**src/rtl/mux_sel_arbiter_pkg.sv**
```systemverilog
// Shared definitions for the mux select arbiter and the downstream 2:1 data mux.
// Holds the FSM state encoding and the select polarity constants.
package mux_sel_arbiter_pkg;

   localparam int unsigned MAX_HOLD_DEF = 8;
   localparam int unsigned CNT_W_DEF    = 4;

   // Mux select polarity; also used to record which side owned the path last.
   localparam logic SEL_A = 1'b0;
   localparam logic SEL_B = 1'b1;

   typedef enum logic [1:0] {
      ST_IDLE  = 2'd0,
      ST_OWN_A = 2'd1,
      ST_OWN_B = 2'd2
   } state_e;

   // Select value that routes the given owner state; IDLE keeps the current select.
   function automatic logic sel_for_state(input state_e st, input logic cur_sel);
      logic s;
      s = cur_sel;
      if (st == ST_OWN_A) s = SEL_A;
      if (st == ST_OWN_B) s = SEL_B;
      return s;
   endfunction

endpackage : mux_sel_arbiter_pkg

```
**src/rtl/mux_sel_arbiter_hold_counter.sv**
```systemverilog
// Saturating hold counter: counts consecutive cycles the owner keeps the path
// while the other side is waiting; expire flags the last allowed cycle.
module hold_counter #(
   parameter int unsigned MAX_HOLD = 8,
   parameter int unsigned CNT_W    = 4
) (
   input  logic clk,
   input  logic rst_n,
   input  logic clear,
   input  logic enable,
   output logic expire
);

   localparam logic [CNT_W-1:0] LIMIT = CNT_W'(MAX_HOLD - 1);

   logic [CNT_W-1:0] cnt_q;

   // Count only while the competitor waits; stop at LIMIT rather than wrapping.
   always_ff @(posedge clk) begin
      if (!rst_n || clear || !enable) begin
         cnt_q <= '0;
      end else if (cnt_q != LIMIT) begin
         cnt_q <= cnt_q + CNT_W'(1);
      end
   end

   assign expire = enable && (cnt_q == LIMIT);

endmodule : hold_counter

```
**src/rtl/mux_sel_arbiter.sv**
```systemverilog
// Round-robin arbiter producing the registered select for a 2:1 data mux.
// Grants are held until release or hold timeout; all outputs are registered.
module mux_sel_arbiter
   import mux_sel_arbiter_pkg::*;
#(
   parameter int unsigned MAX_HOLD = MAX_HOLD_DEF,
   parameter int unsigned CNT_W    = CNT_W_DEF
) (
   input  logic clk,
   input  logic rst_n,
   input  logic req_a,
   input  logic req_b,
   input  logic done_a,
   input  logic done_b,
   output logic sel,
   output logic grant_a,
   output logic grant_b,
   output logic busy,
   output logic preempt
);

   state_e state_q;
   state_e state_d;
   logic   last_owner_q;
   logic   last_owner_d;
   logic   preempt_d;
   logic   sel_d;

   logic   cnt_en_c;
   logic   cnt_clr_c;
   logic   expire_c;

   // Hold time accrues only while the non-owner is requesting.
   assign cnt_en_c  = ((state_q == ST_OWN_A) && req_b) ||
                      ((state_q == ST_OWN_B) && req_a);
   assign cnt_clr_c = (state_d != state_q);

   hold_counter #(
      .MAX_HOLD (MAX_HOLD),
      .CNT_W    (CNT_W)
   ) u_hold_counter (
      .clk    (clk),
      .rst_n  (rst_n),
      .clear  (cnt_clr_c),
      .enable (cnt_en_c),
      .expire (expire_c)
   );

   // State register.
   always_ff @(posedge clk) begin
      if (!rst_n) begin
         state_q      <= ST_IDLE;
         last_owner_q <= SEL_B;
      end else begin
         state_q      <= state_d;
         last_owner_q <= last_owner_d;
      end
   end

   // Next-state and registered-output decode. Release beats timeout.
   always_comb begin
      state_d      = state_q;
      last_owner_d = last_owner_q;
      preempt_d    = 1'b0;

      unique case (state_q)
         ST_IDLE: begin
            if (req_a && (!req_b || (last_owner_q == SEL_B))) begin
               state_d = ST_OWN_A;
            end else if (req_b) begin
               state_d = ST_OWN_B;
            end
         end

         ST_OWN_A: begin
            if (done_a || !req_a) begin
               last_owner_d = SEL_A;
               state_d      = req_b ? ST_OWN_B : ST_IDLE;
            end else if (expire_c) begin
               last_owner_d = SEL_A;
               state_d      = ST_OWN_B;
               preempt_d    = 1'b1;
            end
         end

         ST_OWN_B: begin
            if (done_b || !req_b) begin
               last_owner_d = SEL_B;
               state_d      = req_a ? ST_OWN_A : ST_IDLE;
            end else if (expire_c) begin
               last_owner_d = SEL_B;
               state_d      = ST_OWN_A;
               preempt_d    = 1'b1;
            end
         end

         default: begin
            state_d = ST_IDLE;
         end
      endcase

      sel_d = sel_for_state(state_d, sel);
   end

   // Output registers, decoded from next state so they change with the grant edge.
   always_ff @(posedge clk) begin
      if (!rst_n) begin
         sel     <= SEL_A;
         grant_a <= 1'b0;
         grant_b <= 1'b0;
         busy    <= 1'b0;
         preempt <= 1'b0;
      end else begin
         sel     <= sel_d;
         grant_a <= (state_d == ST_OWN_A);
         grant_b <= (state_d == ST_OWN_B);
         busy    <= (state_d != ST_IDLE);
         preempt <= preempt_d;
      end
   end

endmodule : mux_sel_arbiter

```
**config.mk**
```make
export PLATFORM = sky130hd
export DESIGN_NAME = mux_sel_arbiter
export DESIGN_NICKNAME = d
export VERILOG_FILES = /design/src/rtl/mux_sel_arbiter_pkg.sv /design/src/rtl/mux_sel_arbiter_hold_counter.sv /design/src/rtl/mux_sel_arbiter.sv
export SDC_FILE = /design/constraint.sdc
export NUM_CORES = 1
export LEC_CHECK = 0
export BUFFER_PORTS_ARGS = -buffer_cell sky130_fd_sc_hd__buf_2
export CAP_MARGIN = 0
export CORE_AREA = 2 2 43 45
export CTS_BUF_LIST = sky130_fd_sc_hd__clkbuf_4 sky130_fd_sc_hd__clkbuf_8 sky130_fd_sc_hd__clkbuf_16
export CTS_CLUSTER_SIZE = 40
export DETAILED_ROUTE_END_ITERATION = 6
export DIE_AREA = 0 0 45 47
export PLACE_DENSITY = 0.69
export SYNTH_ARGS = -nofsm -noshare
export SYNTH_HDL_FRONTEND = slang
export SYNTH_SLANG_ARGS = --single-unit
```
**constraint.sdc**
```tcl
create_clock -name clk -period 2 [get_ports clk]
set_input_delay 0.3 -clock clk [delete_from_list [all_inputs] [get_ports clk]]
set_output_delay 0.3 -clock clk [all_outputs]
set_load 0.005 [all_outputs]
```
==> run_results.csv, run 1 <==
group,metric,value,unit
setup_path,cp_max_fo,4,
yosys,synth-compound-area-share,20.1,%
placed_design,gp_congestion,0.904,
detailed_routing,wire_per_inst,14.3,µm
yosys,synth_top_family_by_area,"simple AND/OR/NAND/NOR gates",
setup_path,rr_startpoint,"state_q[0]$_SDFF_PN0_",
yosys,ys.flop_type,"dfxtp_1",
placed_design,place_worst_setup_slack,-7.23,ps
yosys,synth_top_area_share,31.6,%
detailed_routing,drc,0,
yosys,synthSimpleGateAreaFrac,27.0,%
clock_tree,cts_max_level,1,
timing,setup_ws,41.6,ps
power_and_ir_drop,irDropWorstVdd,0.470,mV
power_and_ir_drop,clkPwrFrac,22.8,%
grt,use_met2,35.4,%
setup_path,end_kind,"flop",
setup_path,crit_chain,"inv_4, ha_4, a22oi_2, or2_4, a31o_4, a21oi_4, inv_2, ha_4, mux2i_1, nor2b_1",
cells_and_area,seqCellArea,253,µm²
detailed_routing,postRouteAntennaNets,0,
setup_path,crit_required,2180,ps
yosys,synth_seq_area_share,31.6,%
setup_path,cp-start-kind,"flop",
cells_and_area,n_fill_cell,152,
grt,grt_pass1_vias,691,
clock_tree,cts_buffers,3,
detailed_routing,wl,1790,µm
power_and_ir_drop,p_sw,300,µW
setup_path,startpoint,"state_q[0]$_SDFF_PN0_",
floorplan,row_count,15,
yosys,synth_nets,95,
clock_tree,clkLatencyLatePin,280,ps
yosys,synth.area.top_cells,"dfxtp_1 32%, ha_1 13%, nor2b_1 4.9%",
clock_tree,cts.sinks,12,
yosys,synth_seq_cells,12,
yosys,ys_async_sr_fraction,0,%
yosys,synthMuxAreaShare,3.95,%
power_and_ir_drop,comb_power_share,43.6,%
detailed_routing,dr.pass1.iters,4,
yosys,synth_edf_count,0,
yosys,postSynthAreaPerCell,9.39,µm²
power_and_ir_drop,finalPower,888,µW
clock_tree,root_buffer,"clkbuf_4",
grt,overflow,0,
floorplan,initial_core_util,46.1,%
cells_and_area,multi_input_area,588,µm²
floorplan,die_w,45,µm
status,status,"finished clean",
floorplan,die-area,2120,µm²
power_and_ir_drop,leakagePower,0.000493,µW
floorplan,ioPinCount,11,
timing,skew,5.01,ps
hold_path,hold_start,"rst_n",
power_and_ir_drop,p_int,587,µW
power_and_ir_drop,power.density,833,nW/µm²
hold_path,hp-class,"in -> reg",
timing,maxSlewViolCount,0,
timing,finalHoldViolations,0,
power_and_ir_drop,power_frac_seq,33.6,%
yosys,synthesis.area,761,µm²
clock_tree,cts.clk_slew.worst_paths,80,ps
cells_and_area,n_antenna_cell,0,
grt,antenna_found_initial,0,
grt,met1_usage,21.4,%
yosys,yosys.cell_types.count,31,
run,drv_cap,0,
timing,relSlewSlack,75.9,%
grt,grt_pass1_wl,2890,µm
timing,setup_viol,0,
setup_path,crit_type,"reg -> reg",
yosys,yosys_warnings,0,
cells_and_area,nets,123,
timing,fin_crit,1960,ps
timing,rsz0062_at_grt,"true",
detailed_routing,viasPerCell,5.79,
cells_and_area,drive_gt1_share,43.5,%
grt,grt_start_max_net_pins,10,
timing,period_share,97.9,%
yosys,yosys.area_share.adder,13.2,%
yosys,syn_inst,81,
placed_design,portBuffers,10,
setup_path,slowest_stage,"dfxtp_4",
power_and_ir_drop,swShare,33.8,%
floorplan,fp.coreArea,1650,µm²
timing,clock.fmax,511,MHz
setup_path,critPathArrivalTime,2140,ps
floorplan,die_y,47,µm
cells_and_area,area_growth,40.1,%
grt,grt_busiest_layer,"met2",
setup_path,critical-path-max-stage-delay,380,ps
grt,grt_usage,19.8,%
yosys,yosys.area.top_type,"dfxtp_1",
yosys,synth_xor_area_share,2.30,%
timing,tightest_slew,357,ps
detailed_routing,vias,724,
setup_path,crit_path_frequent_cell,"ha_4",
placed_design,dp_hpwl,1310,µm
grt,use_met3,3.46,%
clock_tree,cts_tree,"done",
detailed_routing,drtIter0Drc,20,
clock_tree,cts_buffer_depth,2,
==> worst max-delay path: cells and delay by family, from the launching register on <==
kind | cells | cell delay, ps
buffers and inverters | 2 | 130
and+or+nand+nor | 2 | 340
muxes | 1 | 170
adders and majority gates | 2 | 370
DFF | 1 | 380
AOI/OAI and AO/OA | 3 | 470
==> routing by layer <==
layer	wire, µm	vias to the layer above
met1	712	344
met2	942	22
met5	0	-
met4	68	0
met3	69	9
li1	-	349
==> flip-flops by register name, summed over array words and instances, names as in the netlist <==
signal                count
grant_a                   1
last_owner_q              1
sel                       1
grant_b                   1
u_hold_counter.cnt_q      4
preempt                   1
busy                      1
state_q                   2
==> cell usage after synthesis (2+ instances only) <==
master and instances:
nand2b_1 2, inv_1 4, o21ai_0 6, mux2i_1 3, a21oi_1 2, nand2_1 3
xnor2_1 2, and2_1 4, nor2b_1 6, nand3_1 3, ha_1 8, nor3_1 7
dfxtp_1 12, nor4bb_1 2
==> path summary, 6_finish.rpt <==
| kind | to | slack (ps) | cells past startpoint |
|---|---|---|---|
| setup reg to reg | sel$_SDFFE_PN0P_ | 40 | 10 |
| hold reg to reg | sel$_SDFFE_PN0P_ | 530 | 2 |
| hold / removal | last_owner_q$_SDFFE_PN1P_ | 260 | 2 |
| setup / recovery | sel$_SDFFE_PN0P_ | 40 | 10 |
==> cell type report <==
class                   count  share of cell area, %
clock buffers               4                   3.40
multi-input cells          65                   55.2
flip-flops and latches     12                   23.7
repair buffers             23                   13.8
well taps                  17                   2.00
inverters                   4                   1.88
==> stage by stage <==
stage | area, µm² | utilization, % | cells | hold slack [ps] | TNS [ps]
6_report | 1070 | 64.5 | 125 | 259 | 0
5_1_grt | 1070 | 64.5 | 125 | 261 | -134
4_1_cts | 1020 | 62.0 | 125 | 259 | 0
3_5_place_dp | 975 | 59.0 | 120 | 502 | -7.23
3_3_place_gp | 975 | 59.0 | 120 | 498 | 0
2_1_floorplan | 813 | - | 81 | 362 | 0
==> power groups by stage <==
stage                     logic (µW)  clock network, µW  registers (µW)
final                            387                202             298
after global routing             427                218             301
after CTS                        348                206             299
after detailed placement         335                  0             304
after global placement           332                  0             303
after floorplan                  201                  0             306
==> cells in the final DEF (no fill, tap or decap), types with 2 or more instances in the layout <==
cell type,n
a21oi_1,2
and2_1,4
buf_2,10
buf_4,13
clkbuf_4,3
dfxtp_1,8
dfxtp_4,3
ha_1,4
ha_4,4
inv_4,2
mux2i_1,3
nand2_1,3
nand2b_1,2
nand3_1,3
nor2b_1,6
nor3_1,7
nor4bb_1,2
o21ai_0,5
==> logic make-up after synthesis <==
kind of cell	count (synthesis)
muxes	3
DFF	12
buffers and inverters	4
adders and majority gates	8
and+or+nand+nor	32
xor gates and xnor gates	2
AOI/OAI and AO/OA	20
==> timing repair <==
| action | in CTS | in global routing |
|---|---|---|
| resized for setup | 3 | 7 |
| setup buffers | 1 | 0 |
| pin swaps | 2 | 6 |
| hold buffers | 0 | 0 |
| setup endpoints to repair | 1 | 5 |
No activity file was read; power rests on OpenSTA's default activity.
==> run 2: changes to the inputs <==
SETUP_SLACK_MARGIN = 0.4   (was not set)
==> run 2 against run 1 <==
Against the previous run:
- the run now ends with setup timing left
- sequential power about the same
- non-clock buffer count increased by 7
- worst hold slack got worse by 11 ps
- clock skew increased by 4.1 ps
- clock power increased by 4%
- highest routed layer unchanged
- first-iteration DRC count decreased by 30%
- utilization increased by 4.5 points
- count of clock-buffer cells in the layout unchanged
==> run_results.csv, run 2 (same netlist as run 1, synthesis figures left out) <==
group,metric,value,unit
floorplan,ioPinCount,11,
power_and_ir_drop,swShare,34.8,%
setup_path,end_kind,"flop",
power_and_ir_drop,power_frac_seq,30.6,%
grt,antenna_found_initial,0,
detailed_routing,wl_met3,71,µm
setup_path,slowest_stage,"dfxtp_4",
clock_tree,cts_buffer_depth,2,
hold_path,hold_start,"rst_n",
timing,finalSetupTns,-23.9,ps
setup_path,crit_chain,"inv_4, ha_4, a22oi_2, or2_4, a31oi_1, a21oi_4, buf_4, buf_4, ha_2, mux2i_2, nor2b_1",
grt,overflow,0,
clock_tree,clkLatencyLatePin,290,ps
floorplan,fp.coreArea,1650,µm²
grt,grt_usage,21.4,%
floorplan,die_w,45,µm
timing,finalHoldViolations,0,
setup_path,r2r_cells,11,
timing,tightest_slew,360,ps
setup_path,cp_max_fo,4,
setup_path,crit_path_frequent_cell,"buf_4",
setup_path,cp-start-kind,"flop",
setup_path,path_buf_inv,3,
timing,maxSlewViolCount,0,
grt,grt_start_max_net_pins,10,
cells_and_area,drive_gt1_share,52.2,%
floorplan,initial_core_util,46.1,%
setup_path,crit_family,"compound AO/OA/AOI/OAI gates",
cells_and_area,n_fill_cell,133,
detailed_routing,wire_per_inst,15.3,µm
grt,grt_pass1_wl,3160,µm
detailed_routing,wirelength_met1,843,µm
placed_design,gp_congestion,0.940,
power_and_ir_drop,p_int,638,µW
power_and_ir_drop,p_sw,341,µW
timing,rsz0062_at_grt,"true",
power_and_ir_drop,irDropWorstVdd,0.571,mV
clock_tree,hold_buffers,0,
detailed_routing,drc,0,
setup_path,critPathArrivalTime,2200,ps
cells_and_area,nets,130,
floorplan,row_count,15,
cells_and_area,area_growth,49.8,%
setup_path,rr_startpoint,"state_q[1]$_SDFF_PN0_",
detailed_routing,dr.pass1.iters,4,
timing,setup_ws,-23.9,ps
clock_tree,cts_buffers,3,
hold_path,whs_path_depth,2,
setup_path,critical-path-max-stage-delay,380,ps
setup_path,startpoint,"state_q[1]$_SDFF_PN0_",
detailed_routing,drtIter0Drc,14,
setup_path,crit_type,"reg -> reg",
floorplan,die_y,47,µm
power_and_ir_drop,comb_power_share,47.9,%
cells_and_area,top_register,"u_hold_counter.cnt_q",
floorplan,die-area,2120,µm²
cells_and_area,multi_input_area,612,µm²
detailed_routing,routed.top_layer,"met4",
detailed_routing,postRouteAntennaNets,0,
clock_tree,cts.sinks,12,
detailed_routing,met2_length,1050,µm
timing,clock.fmax,494,MHz
hold_path,min_to,"last_owner_q$_SDFFE_PN1P_",
cells_and_area,seqCellArea,250,µm²
clock_tree,root_buffer,"clkbuf_4",
cells_and_area,final_cell_mix,"20 x buf_4, 10 x buf_2, 8 x dfxtp_1",
clock_tree,cts.clk_slew.worst_paths,90,ps
timing,fin_crit,2020,ps
placed_design,portBuffers,10,
status,status,"finished with violations",
clock_tree,cts_max_level,1,
placed_design,place_worst_setup_slack,43.4,ps
timing,fin_hold_ws,248,ps
cells_and_area,layout_commonest_cell,"buf_4",
power_and_ir_drop,leakagePower,0.000528,µW
timing,skew,9.06,ps
timing,period_share,101,%
placed_design,dp_hpwl,1290,µm
timing,setup_viol,1,
setup_path,reg2reg_to,"sel$_SDFFE_PN0P_",
power_and_ir_drop,power.density,859,nW/µm²
setup_path,crit_required,2180,ps
detailed_routing,viasPerCell,5.61,
cells_and_area,n_antenna_cell,0,
grt,grt_pass1_vias,691,
timing,relSlewSlack,75.8,%
detailed_routing,wl,2010,µm
detailed_routing,vias,741,
cells_and_area,reg.largest.list,"u_hold_counter.cnt_q: 4 flops, state_q: 2 flops",
hold_path,hp-class,"in -> reg",
cells_and_area,largest_reg_flops,4,
clock_tree,cts_tree,"done",
setup_path,worst-r2r-setup-slack,-20,ps
status,violations,"setup timing",
power_and_ir_drop,clkPwrFrac,21.5,%
run,drv_cap,0,
## run 2: metrics by stage
step / total power, µW / instance area (µm²) / std cells / utilization (%)
global placement: 623 / 956 / 116 / 57.9
floorplan: 511 / 825 / 81 / -
finish: 979 / 1140 / 132 / 69.0
CTS: 915 / 1100 / 132 / 66.9
global route: 1030 / 1140 / 132 / 69.0
detailed placement: 623 / 956 / 116 / 57.9
## run 2: layout make-up
class                      count  area share, %
sequential                    12           22.0
inverter                       4           1.76
multi-input combinational     65           53.7
timing repair buffer          30           17.6
tap                           17           1.87
clock buffer                   4           3.18
## run 2: worst max path at each step
stage | slack [ps] | endpoint | depth (start not counted)
after floorplan | 40 | sel$_SDFFE_PN0P_ | 10
after global placement | 50 | sel$_SDFFE_PN0P_ | 10
after detailed placement | 40 | sel$_SDFFE_PN0P_ | 10
after CTS | 40 | sel$_SDFFE_PN0P_ | 10
after global routing | -80 | sel$_SDFFE_PN0P_ | 11
final | -20 | sel$_SDFFE_PN0P_ | 11
## run 2: per-layer routing
metal	global-route usage (%)	up-vias
li1	-	363
met2	37.7	20
met5	0	-
met3	3.85	4
met1	25.2	354
met4	10.0	0
## run 2: worst register-to-register path, delay by kind of cell, from the launching register on
kind,cells,cell delay (ps)
mux,1,150
buf+inv,3,350
fa+ha+maj,2,310
simple gates,2,320
flops,1,380
compound gates,3,420
## run 2: timing repair
item	CTS	global route
hold endpoints to repair	0	0
pin swaps	7	5
setup endpoints to repair	10	11
buffers inserted	12	0
gates cloned	0	0
gates resized for setup	6	9
## run 2: power groups by stage
stage	sequential [µW]	clock, µW	combinational (µW)
after floorplan	307	0	204
after global placement	304	0	319
after detailed placement	305	0	318
after CTS	299	206	410
after global routing	304	219	508
final	300	210	469
